--- src/rtl/sipo_deser.sv ---
// sipo_deser: serial-in/parallel-out deserializer with a one-word output
// holding register and a valid/ready handshake.
// Optional build macro SIPO_DESER_PARITY_EN appends one even-parity bit to
// every frame. The parity bit is checked into perr and never enters q or dout.
module sipo_deser #(
    parameter int unsigned WIDTH     = 8,
    parameter bit          MSB_FIRST = 1'b1
) (
    input  logic                       clk,
    input  logic                       rst,
    input  logic                       clr,
    input  logic                       load,
    input  logic                       sin,
    output logic [WIDTH-1:0]           q,
    output logic [$clog2(WIDTH+1)-1:0] bit_cnt,
    output logic [WIDTH-1:0]           dout,
    output logic                       dout_valid,
    input  logic                       dout_ready,
    output logic                       overrun,
    output logic                       perr
);

    localparam int unsigned CNT_W = $clog2(WIDTH + 1);
`ifdef SIPO_DESER_PARITY_EN
    localparam int unsigned FRAME_BITS = WIDTH + 1;
`else
    localparam int unsigned FRAME_BITS = WIDTH;
`endif

    logic [WIDTH-1:0] r_q;
    logic [CNT_W-1:0] r_bit_cnt;
    logic [WIDTH-1:0] r_dout;
    logic             r_dout_valid;
    logic             r_overrun;

    logic             w_sample;
    logic             w_data_bit;
    logic             w_complete;
    logic             w_accept;
    logic [WIDTH-1:0] w_next_q;
    logic [WIDTH-1:0] w_word;

    // Shift path: a sample is taken only when load is high and clr is not.
    always_comb begin
        w_sample = load & ~clr;
        if (MSB_FIRST) begin
            w_next_q = {r_q[WIDTH-2:0], sin};
        end else begin
            w_next_q = {sin, r_q[WIDTH-1:1]};
        end
`ifdef SIPO_DESER_PARITY_EN
        // The trailing parity bit leaves q untouched, so q already holds the word.
        w_data_bit = (r_bit_cnt < CNT_W'(WIDTH));
        w_word     = r_q;
`else
        w_data_bit = 1'b1;
        w_word     = w_next_q;
`endif
        w_complete = w_sample && (r_bit_cnt == CNT_W'(FRAME_BITS - 1));
        // A finished word is taken if the holding register is empty or drains on this edge.
        w_accept   = w_complete && (!r_dout_valid || dout_ready);
    end

    // Shift register, frame bit counter and sticky overrun flag.
    always_ff @(posedge clk or posedge rst) begin
        if (rst) begin
            r_q       <= '0;
            r_bit_cnt <= '0;
            r_overrun <= 1'b0;
        end else if (clr) begin
            r_q       <= '0;
            r_bit_cnt <= '0;
            r_overrun <= 1'b0;
        end else if (load) begin
            if (w_data_bit) begin
                r_q <= w_next_q;
            end
            if (w_complete) begin
                r_bit_cnt <= '0;
            end else begin
                r_bit_cnt <= r_bit_cnt + CNT_W'(1);
            end
            if (w_complete && !w_accept) begin
                r_overrun <= 1'b1;
            end
        end
    end

`ifdef SIPO_DESER_PARITY_EN
    logic r_perr;

    // Output holding register with parity result; perr is cleared whenever the word drains.
    always_ff @(posedge clk or posedge rst) begin
        if (rst) begin
            r_dout       <= '0;
            r_dout_valid <= 1'b0;
            r_perr       <= 1'b0;
        end else if (w_accept) begin
            r_dout       <= w_word;
            r_dout_valid <= 1'b1;
            r_perr       <= (^r_q) ^ sin;
        end else if (r_dout_valid && dout_ready) begin
            r_dout_valid <= 1'b0;
            r_perr       <= 1'b0;
        end
    end

    assign perr = r_perr;
`else
    // Output holding register loaded on accepted frame completion.
    always_ff @(posedge clk or posedge rst) begin
        if (rst) begin
            r_dout       <= '0;
            r_dout_valid <= 1'b0;
        end else if (w_accept) begin
            r_dout       <= w_word;
            r_dout_valid <= 1'b1;
        end else if (r_dout_valid && dout_ready) begin
            r_dout_valid <= 1'b0;
        end
    end

    assign perr = 1'b0;
`endif

    assign q          = r_q;
    assign bit_cnt    = r_bit_cnt;
    assign dout       = r_dout;
    assign dout_valid = r_dout_valid;
    assign overrun    = r_overrun;

endmodule

--- config.mk ---
export PLATFORM = sky130hd
export DESIGN_NAME = sipo_deser
export DESIGN_NICKNAME = d
export VERILOG_FILES = /design/src/rtl/sipo_deser.sv
export SDC_FILE = /design/constraint.sdc
export NUM_CORES = 1
export LEC_CHECK = 0
export CORE_UTILIZATION = 44
export DETAILED_ROUTE_END_ITERATION = 7
export PLACE_DENSITY = 0.76
export SLEW_MARGIN = 25
export SYNTH_ARGS = -nofsm -noshare
export SYNTH_HDL_FRONTEND = slang
export SYNTH_SLANG_ARGS = --single-unit
--- constraint.sdc ---
create_clock -name clk -period 2.23 [get_ports clk]
set_clock_uncertainty 0.05 [all_clocks]
set_input_delay 0.446 -clock clk [delete_from_list [all_inputs] [get_ports clk]]
set_output_delay 0.446 -clock clk [all_outputs]
set_load 0.005 [all_outputs]
==> results.sh, run 1 <==
export IMPL_outcome="complete, no violations"
export IMPL_multi_input_area_um2=343
export IMPL_htree_levels=1
export IMPL_fin_util_pct=65.8
export IMPL_syn_num_nets=80
export IMPL_cts_tree="yes"
export IMPL_p_leak_uw=0.000611
export IMPL_max_stage_delay_ns=0.53
export IMPL_core_area_um2=1960
export IMPL_wire_per_inst_um=13.3
export IMPL_cts_root_buf="clkbuf_4"
export IMPL_die_w_um=47.8
export IMPL_tns_ns=0
export IMPL_cpMaxStageDelayCell="clkdlybuf4s50_1"
export IMPL_drc=0
export IMPL_synthCells=73
export IMPL_numCtsBuffers=3
export IMPL_timing_fmax_mhz=567
export IMPL_fillCellCount=172
export IMPL_die_y_um=47.8
export IMPL_power_density_nw_per_um2=595
export IMPL_finalCritPeriodShare_pct=79.1
export IMPL_drive_gt1_share_pct=16.2
export IMPL_min_path_type="primary input to async pin"
export IMPL_synth_seq_cells=22
export IMPL_wirelength_um=1760
export IMPL_overflow=0
export IMPL_start_util_pct=46.9
export IMPL_setup_violations=0
export IMPL_mostFrequentLayoutCells="27 x clkdlybuf4s50_1, 22 x dfrtp_1, 10 x nor2_1, 9 x mux2i_1, 8 x mux2_2"
export IMPL_layout_area_seq_um2=551
export IMPL_arrival_ns=1.27
export IMPL_cts_hold_buffers=0
export IMPL_slew_violations=0
export IMPL_finalCriticalPeriod_ns=1.76
export IMPL_antenna_found_initial=0
export IMPL_grt_max_degree=23
export IMPL_critPathLaunchType="register"
export IMPL_diodes=0
export IMPL_grt_pass1_wl_um=2680
export IMPL_crit_chain="clkdlybuf4s50_1"
export IMPL_die_area_um2=2280
export IMPL_io_pins=29
export IMPL_fp_row_count=16
export IMPL_first_pass_iters=1
export IMPL_vias=640
export IMPL_gp_congestion=0.738
export IMPL_io_buffer_count=27
export IMPL_cp_num_buf_inv=1
export IMPL_endpoint_kind="output port"
export IMPL_grt_pass1_vias=585
export IMPL_path_class="register to output port"
export IMPL_finalHoldViolations=0
export IMPL_syn_to_final_growth_pct=40.2
export IMPL_dp_hpwl_um=1200
export IMPL_critPathRequiredTime_ns=1.73
export IMPL_vdd_ir_drop_max_mv=0.462
export IMPL_insertion_delay_ns=0.31
export IMPL_via_per_inst=4.85
export IMPL_rsz0062_at_grt="false"
export IMPL_drv_cap=0
export IMPL_cts_clk_slew_worst_paths_ns=0.13
export IMPL_drtAntennaViolNets=0
export IMPL_cts_resized=0
export IMPL_yosysSeqAreaShare_pct=59.8
export IMPL_cp_top_family="buffers and inverters"
export IMPL_drtIter0Drc=0
export IMPL_grt_usage_pct=17.7
export IMPL_synth_cell_types=20
export IMPL_mostFrequentLayoutCell="clkdlybuf4s50_1"
export IMPL_nets=113
export IMPL_post_cts_buffers=0
export IMPL_cts_sinks=22
export IMPL_synth_area_per_cell_um2=12.6
export IMPL_yosysWarnings=0
export IMPL_syn_cell_area_um2=921
export IMPL_worst_path_max_fanout=4
export IMPL_cts_buffer_depth=2
[layout make-up]
class                      instances  share of cell area [%]
sequential                        22                    42.6
clock inverter                     1                    2.33
inverter                           3                   0.872
tap                               27                    2.62
timing repair buffer              31                    23.3
clock buffer                       3                    1.74
multi-input combinational         45                    26.6
[cell usage after synthesis]
| master | count | area share [%] |
|---|---|---|
| mux2_2 | 8 | 9.8 |
| buf_2 | 1 | 0.54 |
| o22ai_1 | 1 | 0.68 |
| ha_1 | 1 | 1.4 |
| xor2_1 | 1 | 0.95 |
| dfrtp_1 | 22 | 60 |
| nor2b_1 | 1 | 0.68 |
| clkbuf_1 | 1 | 0.41 |
| or3_1 | 2 | 1.4 |
| o21ai_0 | 1 | 0.54 |
| nor2_1 | 10 | 4.1 |
| conb_1 | 1 | 0.41 |
| mux2i_1 | 9 | 9.8 |
| nand2b_1 | 3 | 2.0 |
| nand2_1 | 3 | 1.2 |
| buf_4 | 1 | 0.82 |
| inv_1 | 3 | 1.2 |
| nand4_1 | 1 | 0.68 |
| nor4b_4 | 1 | 2.6 |
| a21oi_1 | 2 | 1.1 |
[layer usage]
| layer | GRT usage, % | vias up | wire length, um |
|---|---|---|---|
| li1 | - | 308 | - |
| met1 | 23.5 | 312 | 879 |
| met2 | 27.8 | 18 | 778 |
| met3 | 3.40 | 2 | 89 |
| met4 | 8.33 | 0 | 11 |
| met5 | 0 | - | 0 |
[power breakdown]
part | internal, uW | switching, uW | total (uW)
Clock | 182 | 122 | 303
Sequential | 404 | 5.85 | 410
Combinational | 28.2 | 26.6 | 54.8
[metrics by stage]
stage	setup slack (ns)	instance area [um^2]	hold slack [ns]	power [uW]	std cells
2_1_floorplan	0.525	921	0.385	443	73
3_3_place_gp	0.212	1240	0.447	472	128
3_5_place_dp	0.182	1240	0.452	473	128
4_1_cts	0.457	1290	0.405	773	132
5_1_grt	0.358	1290	0.459	795	132
6_report	0.466	1290	0.397	768	132
[flip-flops by register name, summed over array words and instances, names as in the netlist]
| register | flops |
|---|---|
| bit_cnt | 4 |
| q | 8 |
| overrun | 1 |
| dout_valid | 1 |
| dout | 8 |
[final timing paths]
path                                        startpoint                      to  slack [ns]  cells after the start
worst max-delay path            bit_cnt[2]$_DFFE_PP0P_              bit_cnt[2]        0.47                      1
worst min-delay path                               rst        q[0]$_DFFE_PP0P_        0.40                      3
worst max register to register  bit_cnt[0]$_DFFE_PP0P_     dout[5]$_DFFE_PP0P_        0.48                      5
worst min register to register     dout[2]$_DFFE_PP0P_     dout[2]$_DFFE_PP0P_        0.48                      1
max in group asynchronous                          rst  bit_cnt[0]$_DFFE_PP0P_        1.50                      3
min in group clk                   dout[2]$_DFFE_PP0P_     dout[2]$_DFFE_PP0P_        0.48                      1
[kinds of logic after synthesis]
kind of cell               share of synthesized area (%)
AOI/OAI and AO/OA                                   2.31
DFF                                                 59.8
and+or+nand+nor                                     12.6
other                                              0.407
xor gates and xnor gates                           0.951
muxes                                               19.6
buffers and inverters                               2.99
adders and majority gates                           1.36
(Power assumes the default switching activity.)
==> inputs of run 2 (changes only) <==
==> constraint.sdc (replaced) <==
create_clock -name clk -period 1.7 [get_ports clk]
set_clock_uncertainty 0.05 [all_clocks]
set_input_delay 0.34 -clock clk [delete_from_list [all_inputs] [get_ports clk]]
set_output_delay 0.34 -clock clk [all_outputs]
set_load 0.005 [all_outputs]
==> run 2 against run 1 <==
Net effect: worst setup slack worse by 0.40 ns; highest routed layer unchanged; sequential share of layout area down 1.1 points; largest cell class unchanged; largest power group unchanged; critical path depth unchanged; clock power down 25%; sequential cell count unchanged; cell area up 2.6%; via count up 5.0%; combinational power up 46%; non-clock buffer count up 6; routed wire length up 9.3%; critical endpoint is now q[0]; count of clock-buffer cells in the layout unchanged.
==> results.sh, run 2 (synthesis gave the netlist of run 1 again) <==
export IMPL_outcome="complete, no violations"
export IMPL_final_cell_area_um2=1330
export IMPL_drive_gt1_share_pct=21.8
export IMPL_cts_buffer_depth=2
export IMPL_overflow=0
export IMPL_reg2reg_depth=5
export IMPL_rsz0062_at_grt="true"
export IMPL_vdd_ir_drop_max_mv=0.460
export IMPL_p_switching_uw=188
export IMPL_mostFrequentLayoutCell="clkdlybuf4s50_1"
export IMPL_p_sw_share_pct=22.3
export IMPL_layout_area_seq_um2=551
export IMPL_finalCriticalPeriod_ns=1.64
export IMPL_multi_input_area_um2=357
export IMPL_finalHoldViolations=0
export IMPL_timing_fmax_mhz=610
export IMPL_worst_path_max_fanout=4
export IMPL_cts_root_buf="clkbuf_4"
export IMPL_path_class="register to output port"
export IMPL_wirelength_um=1920
export IMPL_cts_clk_slew_worst_paths_ns=0.11
export IMPL_fp_row_count=16
export IMPL_via_per_inst=4.91
export IMPL_drtAntennaViolNets=0
export IMPL_cp_num_buf_inv=1
export IMPL_r2r_end="dout[1]$_DFFE_PP0P_"
export IMPL_grt_pass1_vias=697
export IMPL_pwr_share_comb_pct=9.5
export IMPL_antenna_found_initial=0
export IMPL_cts_tree="yes"
export IMPL_power_density_nw_per_um2=635
export IMPL_min_path_type="primary input to async pin"
export IMPL_nets=119
export IMPL_gp_congestion=0.743
export IMPL_io_pins=29
export IMPL_wire_per_inst_um=14.0
export IMPL_die_w_um=47.8
export IMPL_cts_sinks=22
export IMPL_insertion_delay_ns=0.30
export IMPL_die_y_um=47.8
export IMPL_place_ws_ns=-0.233
export IMPL_cp_top_family="buffers and inverters"
export IMPL_dp_hpwl_um=1400
export IMPL_mostFrequentLayoutCells="25 x clkdlybuf4s50_1, 22 x dfrtp_1, 10 x nor2_1, 10 x buf_4, 9 x mux2i_1"
export IMPL_crit_chain="clkdlybuf4s50_1"
export IMPL_fin_util_pct=67.5
export IMPL_numCtsBuffers=3
export IMPL_critPathRequiredTime_ns=1.31
export IMPL_drc=0
export IMPL_max_stage_delay_ns=0.52
export IMPL_htree_levels=1
export IMPL_setup_slack_ns=0.0617
export IMPL_diodes=0
export IMPL_grt_usage_pct=19.3
export IMPL_pwr_share_clk_pct=26.9
export IMPL_endpoint_kind="output port"
export IMPL_drtIter0Drc=0
export IMPL_postPlaceCellArea_um2=1280
export IMPL_setup_violations=0
export IMPL_vias=672
export IMPL_first_pass_iters=1
export IMPL_grt_max_degree=23
export IMPL_seqPwrFrac_pct=63.6
export IMPL_critPathLaunchType="register"
export IMPL_core_area_um2=1960
export IMPL_die_area_um2=2280
export IMPL_whs_ns=0.309
export IMPL_cpMaxStageDelayCell="clkdlybuf4s50_1"
export IMPL_slew_violations=0
export IMPL_io_buffer_count=27
export IMPL_p_int_uw=654
export IMPL_cts_hold_buffers=0
export IMPL_r2r_slack_ns=0.08
export IMPL_arrival_ns=1.25
export IMPL_syn_to_final_growth_pct=43.9
export IMPL_grt_pass1_wl_um=2920
export IMPL_finalCritPeriodShare_pct=96.4
export IMPL_fillCellCount=164
export IMPL_start_util_pct=46.9
export IMPL_totalPowerFinal_uw=842
export IMPL_p_leak_uw=0.000665
export IMPL_drv_cap=0
export IMPL_r2r_start="bit_cnt[0]$_DFFE_PP0P_"
-- run 2: routing by layer --
metal | track usage (%) | part of all wire [%] | up-vias
met3 | 4.91 | 4.4 | 4
met4 | 11.1 | 2.0 | 0
li1 | - | - | 318
met5 | 0 | 0 | -
met1 | 22.1 | 44 | 329
met2 | 32.4 | 49 | 21
-- run 2: final cells by class --
type / instances / share of cell area [%]
clock buffers: 3 / 1.70
inverters: 3 / 0.850
multi-input cells: 45 / 26.9
flip-flops and latches: 22 / 41.5
well taps: 27 / 2.55
repair buffers: 37 / 26.4
-- run 2: how the worst max path moves through the flow --
stage	start	endpoint	depth (start not counted)
after global routing	bit_cnt[0]$_DFFE_PP0P_	dout[7]$_DFFE_PP0P_	5
after CTS	bit_cnt[0]$_DFFE_PP0P_	bit_cnt[0]	2
after floorplan	bit_cnt[0]$_DFFE_PP0P_	dout[0]$_DFFE_PP0P_	4
after global placement	load	dout[4]$_DFFE_PP0P_	5
after detailed placement	load	dout[1]$_DFFE_PP0P_	5
final	q[0]$_DFFE_PP0P_	q[0]	1
-- run 2: power by group through the flow --
stage	Combinational [uW]	Clock, uW	Sequential (uW)
final	80.2	226	535
after global routing	90.2	254	536
after CTS	80.5	239	535
after detailed placement	79.9	0	545
after global placement	79.6	0	545
after floorplan	34.5	0	546
-- run 2: per-stage QoR --
stage               TNS (ns)  instances
finish                     0        137
global route         -0.0167        137
detailed placement     -1.86        133
global placement       -1.47        133
floorplan            -0.0390         73
CTS                        0        136
-- run 2: repair_timing --
action | in CTS | in global routing
setup endpoints to repair | 0 | 11
buffers inserted | 0 | 1
gates resized for setup | 0 | 6
==> inputs of run 3 (changes only) <==
--- a/config.mk
+++ b/config.mk
@@ -5,9 +5,11 @@
 export SDC_FILE = /design/constraint.sdc
 export NUM_CORES = 1
 export LEC_CHECK = 0
-export CORE_UTILIZATION = 44
+export ABC_AREA = 1
+export CORE_UTILIZATION = 45
+export CTS_CLUSTER_SIZE = 30
 export DETAILED_ROUTE_END_ITERATION = 7
-export PLACE_DENSITY = 0.76
+export PLACE_DENSITY = 0.77
 export SLEW_MARGIN = 25
 export SYNTH_ARGS = -nofsm -noshare
 export SYNTH_HDL_FRONTEND = slang
==> run 3 against run 2 <==
Net effect: clock power rose by 27%; non-clock buffer count fell by 6; die area rose by 2.3%; maximum frequency fell by 0.88%; critical path type unchanged.
==> results.sh, run 3 <==
export IMPL_r2r_start="bit_cnt[1]$_DFFE_PP0P_"
export IMPL_drc=0
export IMPL_p_leak_uw=0.000611
export IMPL_cts_root_buf="clkbuf_4"
export IMPL_wire_per_inst_um=11.6
export IMPL_synthCells=100
export IMPL_syn_to_final_growth_pct=37.2
export IMPL_core_area_um2=1980
export IMPL_rsz0062_at_grt="false"
export IMPL_synth_top_area_share_pct=57.1
export IMPL_htree_levels=1
export IMPL_crit_chain="clkdlybuf4s50_1"
export IMPL_synth_seq_cells=22
export IMPL_cts_tree="yes"
export IMPL_vias=793
export IMPL_fillCellCount=163
export IMPL_overflow=0
export IMPL_grt_usage_pct=17.5
export IMPL_drtIter0Drc=21
export IMPL_gp_congestion=0.739
export IMPL_outcome="complete, no violations"
export IMPL_cp_num_buf_inv=1
export IMPL_cts_hold_buffers=0
export IMPL_nets=140
export IMPL_r2r_end="dout[1]$_DFFE_PP0P_"
export IMPL_die_y_um=48.3
export IMPL_timing_fmax_mhz=605
export IMPL_max_stage_delay_ns=0.52
export IMPL_critPathRequiredTime_ns=1.31
export IMPL_endpoint_kind="output port"
export IMPL_drive_gt1_share_pct=13.6
export IMPL_mostFrequentLayoutCell="clkdlybuf4s50_1"
export IMPL_synth_edff_count=0
export IMPL_syn_num_nets=107
export IMPL_fin_cells=159
export IMPL_ys_async_sr_fraction_pct=100
export IMPL_grt_pass1_vias=702
export IMPL_start_util_pct=48.7
export IMPL_first_pass_iters=4
export IMPL_grt_pass1_wl_um=3190
export IMPL_synth_largest_area_cell="dfrtp_1"
export IMPL_min_path_type="primary input to async pin"
export IMPL_path_class="register to output port"
export IMPL_fp_row_count=16
export IMPL_cts_sinks=22
export IMPL_mostFrequentLayoutCells="27 x clkdlybuf4s50_1, 26 x nand2_1, 19 x dfrtp_1, 13 x inv_1, 9 x nand4_1"
export IMPL_yosysSeqAreaShare_pct=57.1
export IMPL_drv_cap=0
export IMPL_worst_path_max_fanout=6
export IMPL_cpMaxStageDelayCell="clkdlybuf4s50_1"
export IMPL_synth_most_common_cell="nand2_1"
export IMPL_drtAntennaViolNets=0
export IMPL_diodes=0
export IMPL_cts_buffer_depth=2
export IMPL_r2r_slack_ns=0.38
export IMPL_die_w_um=48.3
export IMPL_io_buffer_count=27
export IMPL_reg2reg_depth=6
export IMPL_syn_cell_area_um2=965
export IMPL_insertion_delay_ns=0.31
export IMPL_cts_clk_slew_worst_paths_ns=0.12
export IMPL_dp_cells=155
export IMPL_vdd_ir_drop_max_mv=0.515
export IMPL_finalCritPeriodShare_pct=97.2
export IMPL_yosysWarnings=0
export IMPL_synth_top_cells_by_area="dfrtp_1 57%, nand2_1 10%, nand4_1 5.8%"
export IMPL_antenna_found_initial=0
export IMPL_die_area_um2=2330
export IMPL_synth_area_per_cell_um2=9.65
export IMPL_via_per_inst=4.99
export IMPL_tns_ns=0
export IMPL_critPathLaunch="bit_cnt[2]$_DFFE_PP0P_"
export IMPL_finalHoldViolations=0
export IMPL_arrival_ns=1.26
export IMPL_yosys_top_cells_count="26 x nand2_1, 22 x dfrtp_1, 13 x inv_1, 9 x nand4_1, 6 x o22ai_1"
export IMPL_io_pins=29
export IMPL_crit_end="bit_cnt[2]"
export IMPL_synth_cell_types=23
export IMPL_dp_hpwl_um=1380
export IMPL_power_density_nw_per_um2=676
export IMPL_cp_top_family="buffers and inverters"
export IMPL_grt_max_degree=23
export IMPL_finalCriticalPeriod_ns=1.65
export IMPL_numCtsBuffers=3
export IMPL_critPathLaunchType="register"
export IMPL_synthFlopType="dfrtp_1"
export IMPL_path_depth=1
export IMPL_setup_violations=0
export IMPL_slew_violations=0
export IMPL_wirelength_um=1840
==> run 3: per-stage QoR <==
stage / utilization (%) / setup slack, ns / hold slack [ns] / area (um^2) / power (uW)
after floorplan: - / 0.495 / 0.279 / 965 / 580
after global placement: 64.8 / 0.113 / 0.403 / 1280 / 619
after detailed placement: 64.8 / 0.0770 / 0.411 / 1280 / 620
after CTS: 66.7 / 0.0107 / 0.296 / 1320 / 904
after global routing: 66.8 / 0.0118 / 0.318 / 1320 / 927
final: 66.8 / 0.0472 / 0.294 / 1320 / 895
==> run 3: area by class of cell <==
cell class	count	area [um^2]	share of cell area, %
sequential	22	554	41.9
multi-input combinational	60	330	25.0
timing repair buffer	31	313	23.6
inverter	15	56.3	4.25
clock buffer	4	36.3	2.74
tap	27	33.8	2.55
==> run 3: logic make-up after synthesis <==
family | share of synthesized area [%]
AO/OA/AOI/OAI | 8.56
flip-flops | 57.1
AND/OR/NAND/NOR | 24.0
adder cells (fa/ha/maj) | 1.30
other | 0.389
buffers and inverters | 8.69
==> run 3: how the worst min path moves through the flow <==
stage	startpoint	endpoint	slack (ns)	depth (start not counted)
after floorplan	rst	bit_cnt[0]$_DFFE_PP0P_	0.28	1
after global placement	dout[0]$_DFFE_PP0P_	dout[0]$_DFFE_PP0P_	0.40	2
after detailed placement	dout[1]$_DFFE_PP0P_	dout[1]$_DFFE_PP0P_	0.41	2
after CTS	rst	overrun$_DFFE_PP0P_	0.30	3
after global routing	rst	dout_valid$_DFFE_PP0P_	0.32	3
final	rst	overrun$_DFFE_PP0P_	0.29	3
==> run 3: timing repair <==
| item | in CTS | in global routing |
|---|---|---|
| endpoints found under the setup margin | 1 | 2 |
| setup buffers | 0 | 0 |
| resized for setup | 1 | 2 |
| endpoints found under the hold margin | 0 | 0 |
==> run 3: per-layer routing <==
metal,global-route usage [%],part of all wire (%),vias to the layer above,wire [um]
met1,23.1,46,376,844
met4,8.82,2.6,0,47
met5,0,0,-,0
li1,-,-,392,-
met2,28.9,48,20,885
met3,1.89,3.4,5,63
==> run 3: power breakdown <==
part | switching, uW | leakage, uW | internal (uW)
sequential | 8.11 | 0.000300 | 530
combinational | 38.1 | 0.000290 | 32.8
clock | 155 | 0.0000210 | 131
total | 201 | 0.000611 | 694
